==> src/rtl/nes_controller_port_if.sv <==
// CPU-side bus of the NES controller port: one-cycle qualified bus cycle plus read data return.
interface nes_controller_port_if;
  logic        cpu_ce;
  logic [15:0] cpu_addr;
  logic [7:0]  cpu_din;
  logic        cpu_rw_n;
  logic [7:0]  dout;
  logic        dout_oe;

  modport master (
    output cpu_ce,
    output cpu_addr,
    output cpu_din,
    output cpu_rw_n,
    input  dout,
    input  dout_oe
  );

  modport slave (
    input  cpu_ce,
    input  cpu_addr,
    input  cpu_din,
    input  cpu_rw_n,
    output dout,
    output dout_oe
  );
endinterface

==> src/rtl/nes_controller_port.sv <==
// NES standard controller on $4016 (port 1) fed from a USB keycode; $4017 reads as an empty port 2.
// Strobe/latch/serial-shift protocol served to the CPU on cpu_ce-qualified bus cycles.
module nes_controller_port #(
  parameter logic [7:0] KC_A      = 8'h1D,
  parameter logic [7:0] KC_B      = 8'h1B,
  parameter logic [7:0] KC_SELECT = 8'h2C,
  parameter logic [7:0] KC_START  = 8'h28,
  parameter logic [7:0] KC_UP     = 8'h52,
  parameter logic [7:0] KC_DOWN   = 8'h51,
  parameter logic [7:0] KC_LEFT   = 8'h50,
  parameter logic [7:0] KC_RIGHT  = 8'h4F
) (
  input  logic                 i_clk,
  input  logic                 i_rst,
  input  logic [7:0]           i_keycode,
  output logic [7:0]           o_buttons_dbg,
  nes_controller_port_if.slave bus
);

  localparam logic [15:0] ADDR_P1 = 16'h4016;
  localparam logic [15:0] ADDR_P2 = 16'h4017;
  localparam logic [3:0]  CNT_END = 4'd8;

  logic [7:0] r_kc_q;
  logic       r_strobe;
  logic [7:0] r_shreg;
  logic [3:0] r_cnt;

  logic [7:0] w_buttons;
  logic       w_hit_p1;
  logic       w_hit_p2;
  logic       w_wr_p1;
  logic       w_rd_p1;
  logic       w_data_bit;

  always_comb begin
    w_buttons = 8'h00;
    case (r_kc_q)
      KC_A:      w_buttons = 8'b0000_0001;
      KC_B:      w_buttons = 8'b0000_0010;
      KC_SELECT: w_buttons = 8'b0000_0100;
      KC_START:  w_buttons = 8'b0000_1000;
      KC_UP:     w_buttons = 8'b0001_0000;
      KC_DOWN:   w_buttons = 8'b0010_0000;
      KC_LEFT:   w_buttons = 8'b0100_0000;
      KC_RIGHT:  w_buttons = 8'b1000_0000;
      default:   w_buttons = 8'h00;
    endcase
  end

  assign o_buttons_dbg = w_buttons;

  assign w_hit_p1 = (bus.cpu_addr == ADDR_P1);
  assign w_hit_p2 = (bus.cpu_addr == ADDR_P2);
  assign w_wr_p1  = bus.cpu_ce & ~bus.cpu_rw_n & w_hit_p1;
  assign w_rd_p1  = bus.cpu_ce &  bus.cpu_rw_n & w_hit_p1;

  // While strobe is high the register tracks the pad; this also latches on the 1->0 write edge.
  always_ff @(posedge i_clk or posedge i_rst) begin
    if (i_rst) begin
      r_kc_q   <= 8'h00;
      r_strobe <= 1'b0;
      r_shreg  <= 8'hFF;
      r_cnt    <= CNT_END;
    end else begin
      r_kc_q <= i_keycode;
      if (w_wr_p1) begin
        r_strobe <= bus.cpu_din[0];
      end
      if (r_strobe) begin
        r_shreg <= w_buttons;
        r_cnt   <= 4'd0;
      end else if (w_rd_p1) begin
        r_shreg <= {1'b1, r_shreg[7:1]};
        if (r_cnt != CNT_END) begin
          r_cnt <= r_cnt + 4'd1;
        end
      end
    end
  end

  always_comb begin
    if (r_strobe) begin
      w_data_bit = w_buttons[0];
    end else if (r_cnt == CNT_END) begin
      w_data_bit = 1'b1;
    end else begin
      w_data_bit = r_shreg[0];
    end
  end

  // Upper bits mimic open bus ($40); port 2 has nothing attached.
  always_comb begin
    if (w_hit_p1) begin
      bus.dout = {7'b0100000, w_data_bit};
    end else begin
      bus.dout = 8'h40;
    end
    bus.dout_oe = bus.cpu_rw_n & (w_hit_p1 | w_hit_p2);
  end

endmodule
==> src/flat_wrapper.sv <==
// flat-port wrapper written by rule: the top's interface ports become plain ports
module nes_controller_port_flat 
#(
  parameter logic [7:0] KC_A      = 8'h1D,
  parameter logic [7:0] KC_B      = 8'h1B,
  parameter logic [7:0] KC_SELECT = 8'h2C,
  parameter logic [7:0] KC_START  = 8'h28,
  parameter logic [7:0] KC_UP     = 8'h52,
  parameter logic [7:0] KC_DOWN   = 8'h51,
  parameter logic [7:0] KC_LEFT   = 8'h50,
  parameter logic [7:0] KC_RIGHT  = 8'h4F
)
  (i_clk, i_rst, i_keycode, o_buttons_dbg, bus_cpu_ce, bus_cpu_addr, bus_cpu_din, bus_cpu_rw_n, bus_dout, bus_dout_oe);
  nes_controller_port_if bus_i ();
  input  logic i_clk;
  input  logic i_rst;
  input  logic [7:0] i_keycode;
  output logic [7:0] o_buttons_dbg;
  input wire logic [$bits(bus_i.cpu_ce)-1:0] bus_cpu_ce;
  input wire logic [$bits(bus_i.cpu_addr)-1:0] bus_cpu_addr;
  input wire logic [$bits(bus_i.cpu_din)-1:0] bus_cpu_din;
  input wire logic [$bits(bus_i.cpu_rw_n)-1:0] bus_cpu_rw_n;
  output wire logic [$bits(bus_i.dout)-1:0] bus_dout;
  output wire logic [$bits(bus_i.dout_oe)-1:0] bus_dout_oe;
  assign bus_i.cpu_ce = bus_cpu_ce;
  assign bus_i.cpu_addr = bus_cpu_addr;
  assign bus_i.cpu_din = bus_cpu_din;
  assign bus_i.cpu_rw_n = bus_cpu_rw_n;
  assign bus_dout = bus_i.dout;
  assign bus_dout_oe = bus_i.dout_oe;
  nes_controller_port #(.KC_A(KC_A), .KC_B(KC_B), .KC_SELECT(KC_SELECT), .KC_START(KC_START), .KC_UP(KC_UP), .KC_DOWN(KC_DOWN), .KC_LEFT(KC_LEFT), .KC_RIGHT(KC_RIGHT)) u_core (.i_clk(i_clk), .i_rst(i_rst), .i_keycode(i_keycode), .o_buttons_dbg(o_buttons_dbg), .bus(bus_i));
endmodule
==> config.mk <==
export PLATFORM = sky130hd
export DESIGN_NAME = nes_controller_port_flat
export DESIGN_NICKNAME = d
export VERILOG_FILES = /design/src/rtl/nes_controller_port_if.sv /design/src/rtl/nes_controller_port.sv /design/src/flat_wrapper.sv
export SDC_FILE = /design/constraint.sdc
export NUM_CORES = 1
export LEC_CHECK = 0
export BUFFER_PORTS_ARGS = -buffer_cell sky130_fd_sc_hd__buf_4
export CORE_UTILIZATION = 33
export DETAILED_ROUTE_END_ITERATION = 7
export GPL_TIMING_DRIVEN = 0
export PLACE_DENSITY_LB_ADDON = 0.3
export SETUP_SLACK_MARGIN = 0.3
export SYNTH_ARGS = -nofsm -noshare
export SYNTH_HDL_FRONTEND = slang
export SYNTH_SLANG_ARGS = --single-unit
==> constraint.sdc <==
create_clock -name i_clk -period 2 [get_ports i_clk]
set_input_delay 0.6 -clock i_clk [delete_from_list [all_inputs] [get_ports i_clk]]
set_output_delay 0.6 -clock i_clk [all_outputs]
set_load 0.02 [all_outputs]
# [Word level (Yosys, flattened, before mapping)]
# Cells that the tools add are included.
[totals] regBits=21 latchBits=0 mem_bits_rw=0 rom_bits=0 in_bits=36 out_inout_bits=17 n_memories=0
[op_classes] n_addsub=1 multipliers=0 n_div=0 n_lt_le_gt_ge=0 eq_ne=12 n_shift=0 muxes=9 bitwise_logic=7 n_reduce_logical=3
[ops] operator="$pmux W8 S8" count=1
[ops] operator="$eq A16 B15 Y1 const B" count=2
[ops] operator="$eq A8 B7 Y1 const B" count=4
[ops] operator="$eq A8 B5 Y1 const B" count=2
[ops] operator="$eq A8 B6 Y1 const B" count=2
[ops] operator="$mux W8" count=2
[ops] operator="$mux W4" count=3
[ops] operator="$and A1 B1 Y1" count=5
[ops] operator="$add A4 B1 Y4 const B" count=1
[ops] operator="$eq A4 B4 Y1 const B" count=1
[ops] operator="$ne A4 B4 Y1 const B" count=1
[ops] operator="$reduce_bool A2 Y1" count=2
[ops] operator="$mux W1" count=3
[ops] operator="$reduce_and A2 Y1" count=1
[ops] operator="$not A1 Y1" count=1
[ops] operator="$or A1 B1 Y1" count=1

# [Longest topological paths before layout]
# Gate-level depths: netlist of run 1.
[logic_depth] word_depth=4 depth_mapped=6

# [Least setup slack after synthesis of run 1]
# No wires, ideal clock.
[synth_path] path_kind="input to output" start="in bus_cpu_addr[9]" end="out bus_dout[0]" arrival_ps=2254 t_required_ps=1400 slack_ps=-854 stages=4 path_buffers=1 cell_sequence="nor4_4 > nand4_2 > clkbuf_1 > a2111oi_0"
[synth_between] elab_chain_len=2
[synth_lines] item="from (decl)" line_no="flat_wrapper.sv:20" rtl="input wire logic [$bits(bus_i.cpu_addr)-1:0] bus_cpu_addr;"
[synth_lines] item="$eq A16 B15 Y1" line_no="nes_controller_port.sv:53" rtl="assign w_hit_p1 = (bus.cpu_addr == ADDR_P1);"
[synth_lines] item="$mux W1" line_no="nes_controller_port.sv:94" rtl="if (w_hit_p1) begin"
[synth_lines] item="to (decl)" line_no="flat_wrapper.sv:23" rtl="output wire logic [$bits(bus_i.dout)-1:0] bus_dout;"
# No other way between the ends.

# [Worst setup path after layout of run 1]
# Same ends and word-level chain as after synthesis.

==> flow_summary.yaml, run 1 <==
global_routing:
  grt_start_max_net_pins: 22
  grt_first_pass_wirelength_microns: 5250
  antenna_found_initial: 0
  grt.overflow.total: 0
  grt_util_all_layers_pct: 17.1
  grt_pass1_vias: 1196
route:
  final_antenna_net_count: 0
  wirelength_microns: 3220
  vias: 1156
  via_per_inst: 5.03
  avgRoutedWirePerCell_microns: 14.0
  first_pass_iters: 4
  drc_errors: 0
  drt_iter0_drc: 45
layout:
  fin_area_sq_mm: 0.00202
  nNetsFinal: 223
  mostFrequentLayoutCell: "buf_4"
  layout_common_cells: "buf_4 (51), buf_6 (13), dfrtp_1 (10), o21ai_0 (9), dfstp_2 (9)"
  utilization_pct: 59.5
  insertedDiodeCount: 0
  area_delta_synth_final_pct: 68.8
  layout-drive-gt1-share_pct: 63.0
min_path:
  hp-class: "in2reg"
die:
  rows: 21
  top_level_ports: 53
  die_h_microns: 62.2
  die-area_sq_mm: 0.00387
  core_area_sq_mm: 0.00339
  initial_core_util_pct: 35.3
  die_x_microns: 62.2
critical_path:
  cp-start-kind: "input port"
  criticalPathCategory: "in2out"
  arrival_ns: 1.78
  crit_path_end_kind: "output port"
  worstPathRequired_ns: 1.40
  crit_path_max_fanout: 6
clock_tree:
  clk-insertion-delay-late_ns: 0.32
  cts_tree: "built"
  clk_pin_slew_ns: 0.11
  clock_path_buffers: 2
  h-tree-depth: 1
  cts_buffers: 3
  clockRootBuffer: "clkbuf_4"
  clock-sinks: 21
sta:
  fin_crit_ns: 2.38
  fin_crit_sh_pct: 119
  rsz0062_at_grt: "true"
  fmax_mhz: 420
  drv_slew: 0
  worst_slack_ns: -0.379
  finalSetupViolations: 10
  tightest_slew_ns: 0.830
  fin_worst_skew_ns: 0.0141
  finalHoldViolations: 0
  maxSlewHeadroom_pct: 44.6
synthesis:
  async_flop_share_pct: 100
  ys.flop_type: "dfrtp_1"
  syn_area_sq_mm: 0.00119
  ys_seq_area_share_pct: 44.9
  synth-edff-count: 0
  ys_ff_latch: 21
  ys_types: 40
  yosysWarnings: 0
  synth_cells: 118
  avgSynthCellArea_sq_um: 10.1
outcome:
  violations: "negative setup slack"
  status: "finished with violations"
job:
  maxCapViolations: 0
placed_design:
  dpl_cell_area_sq_mm: 0.00165
  port_buffers: 37
  finalWeightedCongestion: 0.776
  hpwlAfterDp_microns: 2100
power_and_ir_drop:
  powerDensity_mw_per_mm2: 394
  power_leakage_uw: 0.000889
  vdd_drop_max_v: 0.000382
==> metrics by stage <==
stage          worst slack [ns]  TNS (ns)  hold WS, ns  total power [uW]  std cells
4_1_cts                  -0.346     -2.29        0.384               790        222
6_report                 -0.379     -2.47        0.386               795        230
3_3_place_gp             -0.477    -0.839        0.476               561        206
5_1_grt                  -0.404     -3.22        0.369               827        230
2_1_floorplan            -0.169    -0.201        0.467               510        123
3_5_place_dp             -0.483    -0.885        0.481               564        206
==> cell usage after synthesis (3+ instances only) <==
library cell	n	area, sq um
a21oi_1	4	20.0
a2bb2oi_1	6	52.6
a41oi_1	6	52.6
buf_4	7	52.6
clkbuf_1	4	15.0
dfrtp_1	12	300
dfstp_2	9	236
inv_1	5	18.8
nand2_1	3	11.3
nand3_1	6	30.0
nor2_1	6	22.5
nor3_1	3	15.0
nor3b_1	5	37.5
o21ai_0	10	50.1
==> kinds of logic (layout without fill, tap and decap cells) <==
group           after synthesis  in the layout  share of synthesized area (%)
compound gates               30             30                           17.2
fa+ha+maj                     2              2                           2.09
buf+inv                      19             80                           8.38
flops                        21             21                           44.9
mux                           2              2                           1.88
other cells                   2              7                          0.629
simple gates                 42             42                           24.9
==> routing by layer <==
layer	part of all wire, %	wire [microns]	global-route usage (%)
met1	41	1330	20.4
met2	52	1670	29.7
met3	5.3	169	4.41
met4	1.4	46	6.10
met5	0	0	0
==> critical path: stages <==
cell and delay [ns]:
buf_6 0.10, nor4_4 0.31, nand4_2 0.19, buf_8 0.17
a2111oi_4 0.21, buf_4 0.20
==> power by group <==
part / switching [uW] / total, uW / internal [uW]
clock: 137 / 215 / 78.2
sequential: 14.0 / 449 / 435
combinational: 59.5 / 131 / 71.6
==> worst paths after layout <==
| kind | startpoint | end | slack [ns] | depth (start not counted) |
|---|---|---|---|---|
| worst min register to register | u_core.r_shreg[3] | u_core.r_shreg[3] | 0.50 | 2 |
| max in group asynchronous | i_rst | u_core.r_kc_q[0] | 0.99 | 2 |
| min in group asynchronous | i_rst | u_core.r_strobe | 0.43 | 2 |
| worst min-delay path | i_keycode[0] | u_core.r_kc_q[0] | 0.39 | 1 |
| worst max register to register | u_core.r_cnt[0] | u_core.r_cnt[1] | 0.41 | 7 |
| worst max-delay path | bus_cpu_addr[9] | bus_dout[0] | -0.38 | 6 |
==> final cells by class <==
| cell class | count | area [sq um] |
|---|---|---|
| plain buffers | 14 | 100 |
| clock buffers | 4 | 26.3 |
| fillers | 280 | 1370 |
| inverters | 5 | 18.8 |
| multi-input cells | 83 | 795 |
| flip-flops and latches | 21 | 539 |
| well taps | 46 | 57.6 |
| repair buffers | 57 | 480 |
==> sequential cells by signal, indices dropped and copies added (netlist names) <==
register / cells
u_core.r_cnt: 4
u_core.r_kc_q: 8
u_core.r_shreg: 8
u_core.r_strobe: 1
==> timing repair <==
| item | CTS | global route |
|---|---|---|
| setup buffers | 12 | 8 |
| endpoints found under the hold margin | 0 | 0 |
| resized for setup | 26 | 21 |
| pin swaps | 14 | 13 |
| hold buffers | 0 | 0 |
| setup endpoints to repair | 10 | 12 |
| gates cloned | 0 | 0 |
No activity file was read; power rests on OpenSTA's default activity.
==> run 2: changes to the inputs <==
--- a/config.mk
+++ b/config.mk
@@ -5,6 +5,7 @@
 export SDC_FILE = /design/constraint.sdc
 export NUM_CORES = 1
 export LEC_CHECK = 0
+export ABC_AREA = 1
 export BUFFER_PORTS_ARGS = -buffer_cell sky130_fd_sc_hd__buf_4
 export CORE_UTILIZATION = 33
 export DETAILED_ROUTE_END_ITERATION = 7
==> constraint.sdc (replaced) <==
create_clock -name i_clk -period 2.85 [get_ports i_clk]
set_input_delay 0.855 -clock i_clk [delete_from_list [all_inputs] [get_ports i_clk]]
set_output_delay 0.855 -clock i_clk [all_outputs]
set_load 0.02 [all_outputs]
==> run 2 against run 1 <==
Compared with the run above:
- largest power group unchanged
- count of clock-buffer cells in the layout is 1 lower
- total power is 26% lower
- area after synthesis is 5.2% higher
- die area is 5.1% higher
- non-clock buffer count is 13 lower
- worst hold slack better by 0.081 ns
- design area is 10% lower
- the run now ends clean
- cell count is 23% higher
- clock power is 6% lower
==> flow_summary.yaml, run 2 <==
outcome:
  status: "finished clean"
sta:
  finalSetupViolations: 0
  fin_crit_ns: 2.51
  rsz0062_at_grt: "true"
  drv_slew: 0
  setup_tns_ns: 0
  fin_crit_sh_pct: 88.1
  tightest_slew_ns: 0.811
  fmax_mhz: 398
  finalHoldViolations: 0
  fin_worst_skew_ns: 0.00334
  maxSlewHeadroom_pct: 45.9
route:
  drc_errors: 0
  drt_iter0_drc: 43
  final_antenna_net_count: 0
  wirelength_microns: 2760
  avgRoutedWirePerCell_microns: 9.75
  vias: 1260
  via_per_inst: 4.45
  first_pass_iters: 4
placed_design:
  finalWeightedCongestion: 0.798
  port_buffers: 38
  hpwlAfterDp_microns: 2000
  dpl.cell_count: 269
synthesis:
  ys.flop_type: "dfrtp_1"
  ys_types: 22
  ys_seq_area_share_pct: 42.7
  avgSynthCellArea_sq_um: 7.06
  ys_top_cells_by_count: "nand2_1 (53), inv_1 (26), nor2_1 (26)"
  synth_top_area_share_pct: 23.9
  syn_area_sq_mm: 0.00126
  yosysMostFrequentCell: "nand2_1"
  synth_cells: 178
  synth-edff-count: 0
  synth_top_cell_by_area: "dfrtp_1"
  yosysWarnings: 0
  ys_ff_latch: 21
  synth_area_leaders: "dfrtp_1 (24%), dfstp_2 (19%), nand2_1 (16%), inv_1 (7.8%), nor2_1 (7.8%)"
  async_flop_share_pct: 100
die:
  die-area_sq_mm: 0.00406
  initial_core_util_pct: 34.3
  top_level_ports: 53
  core_area_sq_mm: 0.00366
  die_h_microns: 63.7
  rows: 22
  die_x_microns: 63.7
layout:
  nNetsFinal: 274
  layout-drive-gt1-share_pct: 37.9
  layout_common_cells: "buf_4 (53), nand2_1 (49), inv_1 (24), nor2_1 (20), dfrtp_1 (12)"
  area_delta_synth_final_pct: 43.9
  fillers: 376
  area.sequential_sq_um: 537
  mostFrequentLayoutCell: "buf_4"
  reg.largest.list: "u_core.r_kc_q x8, u_core.r_shreg x8, u_core.r_cnt x4"
  final-instance-count-excl-fill: 283
  multiInputGateArea_sq_um: 628
  utilization_pct: 49.4
  insertedDiodeCount: 0
clock_tree:
  clock-sinks: 21
  clock_path_buffers: 2
  clk-insertion-delay-late_ns: 0.27
  clk_pin_slew_ns: 0.08
  h-tree-depth: 1
  cts_buffers: 3
  cts_tree: "built"
  clockRootBuffer: "clkbuf_8"
critical_path:
  reg2reg_slack_ns: 1.57
  max_stage_delay_ns: 0.15
  cp.depth: 7
  critPathTopFamily: "simple AND/OR/NAND/NOR gates"
  crit_slowest_cell: "buf_4"
  reg2reg_depth: 8
  arrival_ns: 1.66
  endpoint: "bus_dout_oe"
  worstPathRequired_ns: 2.00
  critPathBufInv: 2
  timing.rr.start: "u_core.r_cnt[0]"
  cp-start-kind: "input port"
  crit_path_max_fanout: 3
  criticalPathCategory: "in2out"
  reg2reg_to: "u_core.r_cnt[0]"
  cp_cell_sequence: "buf_4 -> nor2_4 -> nand2_2 -> nor2_4 -> nand2_2 -> a21oi_2 -> buf_4"
  startpoint: "bus_cpu_addr[9]"
  crit_path_end_kind: "output port"
power_and_ir_drop:
  power_leakage_uw: 0.000989
  powerDensity_mw_per_mm2: 327
  vdd_drop_max_v: 0.000195
job:
  maxCapViolations: 0
global_routing:
  grt_util_all_layers_pct: 14.4
  grt_start_max_net_pins: 22
  grt_pass1_vias: 1080
  grt_first_pass_wirelength_microns: 4520
  antenna_found_initial: 0
  grt.overflow.total: 0
min_path:
  hold-path-cell-count: 2
  hp-class: "reg2reg"
==> run 2: cells by family (layout without fill, tap and decap cells) <==
group	after synthesis	count (layout)	share of synthesized area (%)
AND/OR/NAND/NOR	108	108	37.0
buffers and inverters	36	88	13.5
adder cells (fa/ha/maj)	2	2	1.99
AO/OA/AOI/OAI	7	7	2.79
other	2	7	0.597
XOR/XNOR	2	2	1.39
flip-flops	21	21	42.7
==> run 2: metal layers <==
metal,part of all wire (%),track usage [%],wire (microns),up-vias
met5,0,0,0,-
met4,1.9,7.10,53,0
met3,5.0,1.79,139,6
met2,48,23.4,1310,46
met1,45,18.8,1250,561
li1,-,-,-,647
==> run 2: final cells by class <==
class | count | area share, %
clock buffers | 3 | 2.28
well taps | 48 | 3.32
plain buffers | 10 | 4.01
flip-flops and latches | 21 | 29.7
inverters | 26 | 5.39
repair buffers | 48 | 20.3
multi-input cells | 126 | 34.7
clock inverters | 1 | 0.277
==> run 2: per-stage QoR <==
stage	hold slack, ns	setup slack, ns	cell area (sq um)	total power [uW]
6_report	0.467	0.340	1810	592
3_3_place_gp	0.452	0.294	1620	386
5_1_grt	0.497	0.261	1810	621
2_1_floorplan	0.440	0.388	1280	351
4_1_cts	0.468	0.301	1740	591
3_5_place_dp	0.456	0.271	1620	387
==> run 2: how the worst min path moves through the flow <==
stage / start / end
6_report: u_core.r_shreg[3] / u_core.r_shreg[3]
5_1_grt: u_core.r_shreg[3] / u_core.r_shreg[3]
4_1_cts: u_core.r_shreg[3] / u_core.r_shreg[3]
3_5_place_dp: u_core.r_shreg[3] / u_core.r_shreg[3]
3_3_place_gp: u_core.r_shreg[1] / u_core.r_shreg[1]
2_1_floorplan: u_core.r_shreg[0] / u_core.r_shreg[0]
==> run 2: timing repair <==
| action | 4_1_cts | 5_1_grt |
|---|---|---|
| gates resized for setup | 4 | 17 |
| hold buffers | 0 | 0 |
| endpoints found under the setup margin | 2 | 2 |
| buffers inserted | 8 | 2 |
| pin swaps | 3 | 11 |
==> run 2: worst reg2reg max path, cell delays in order, from the launching register on <==
cell and delay, ns:
dfrtp_1 0.42, inv_1 0.07, ha_1 0.19, nand2_1 0.06, nor2_1 0.04, nand2_1 0.15
nand2_1 0.12, nand2_1 0.07, nand2_1 0.05
==> run 2: power breakdown <==
group	internal (uW)	total (uW)	switching [uW]	leakage, uW
Clock	97.8	202	104	0.0000255
Sequential	305	310	5.32	0.000242
Combinational	40.1	79.7	39.6	0.000721
Total	443	592	149	0.000989
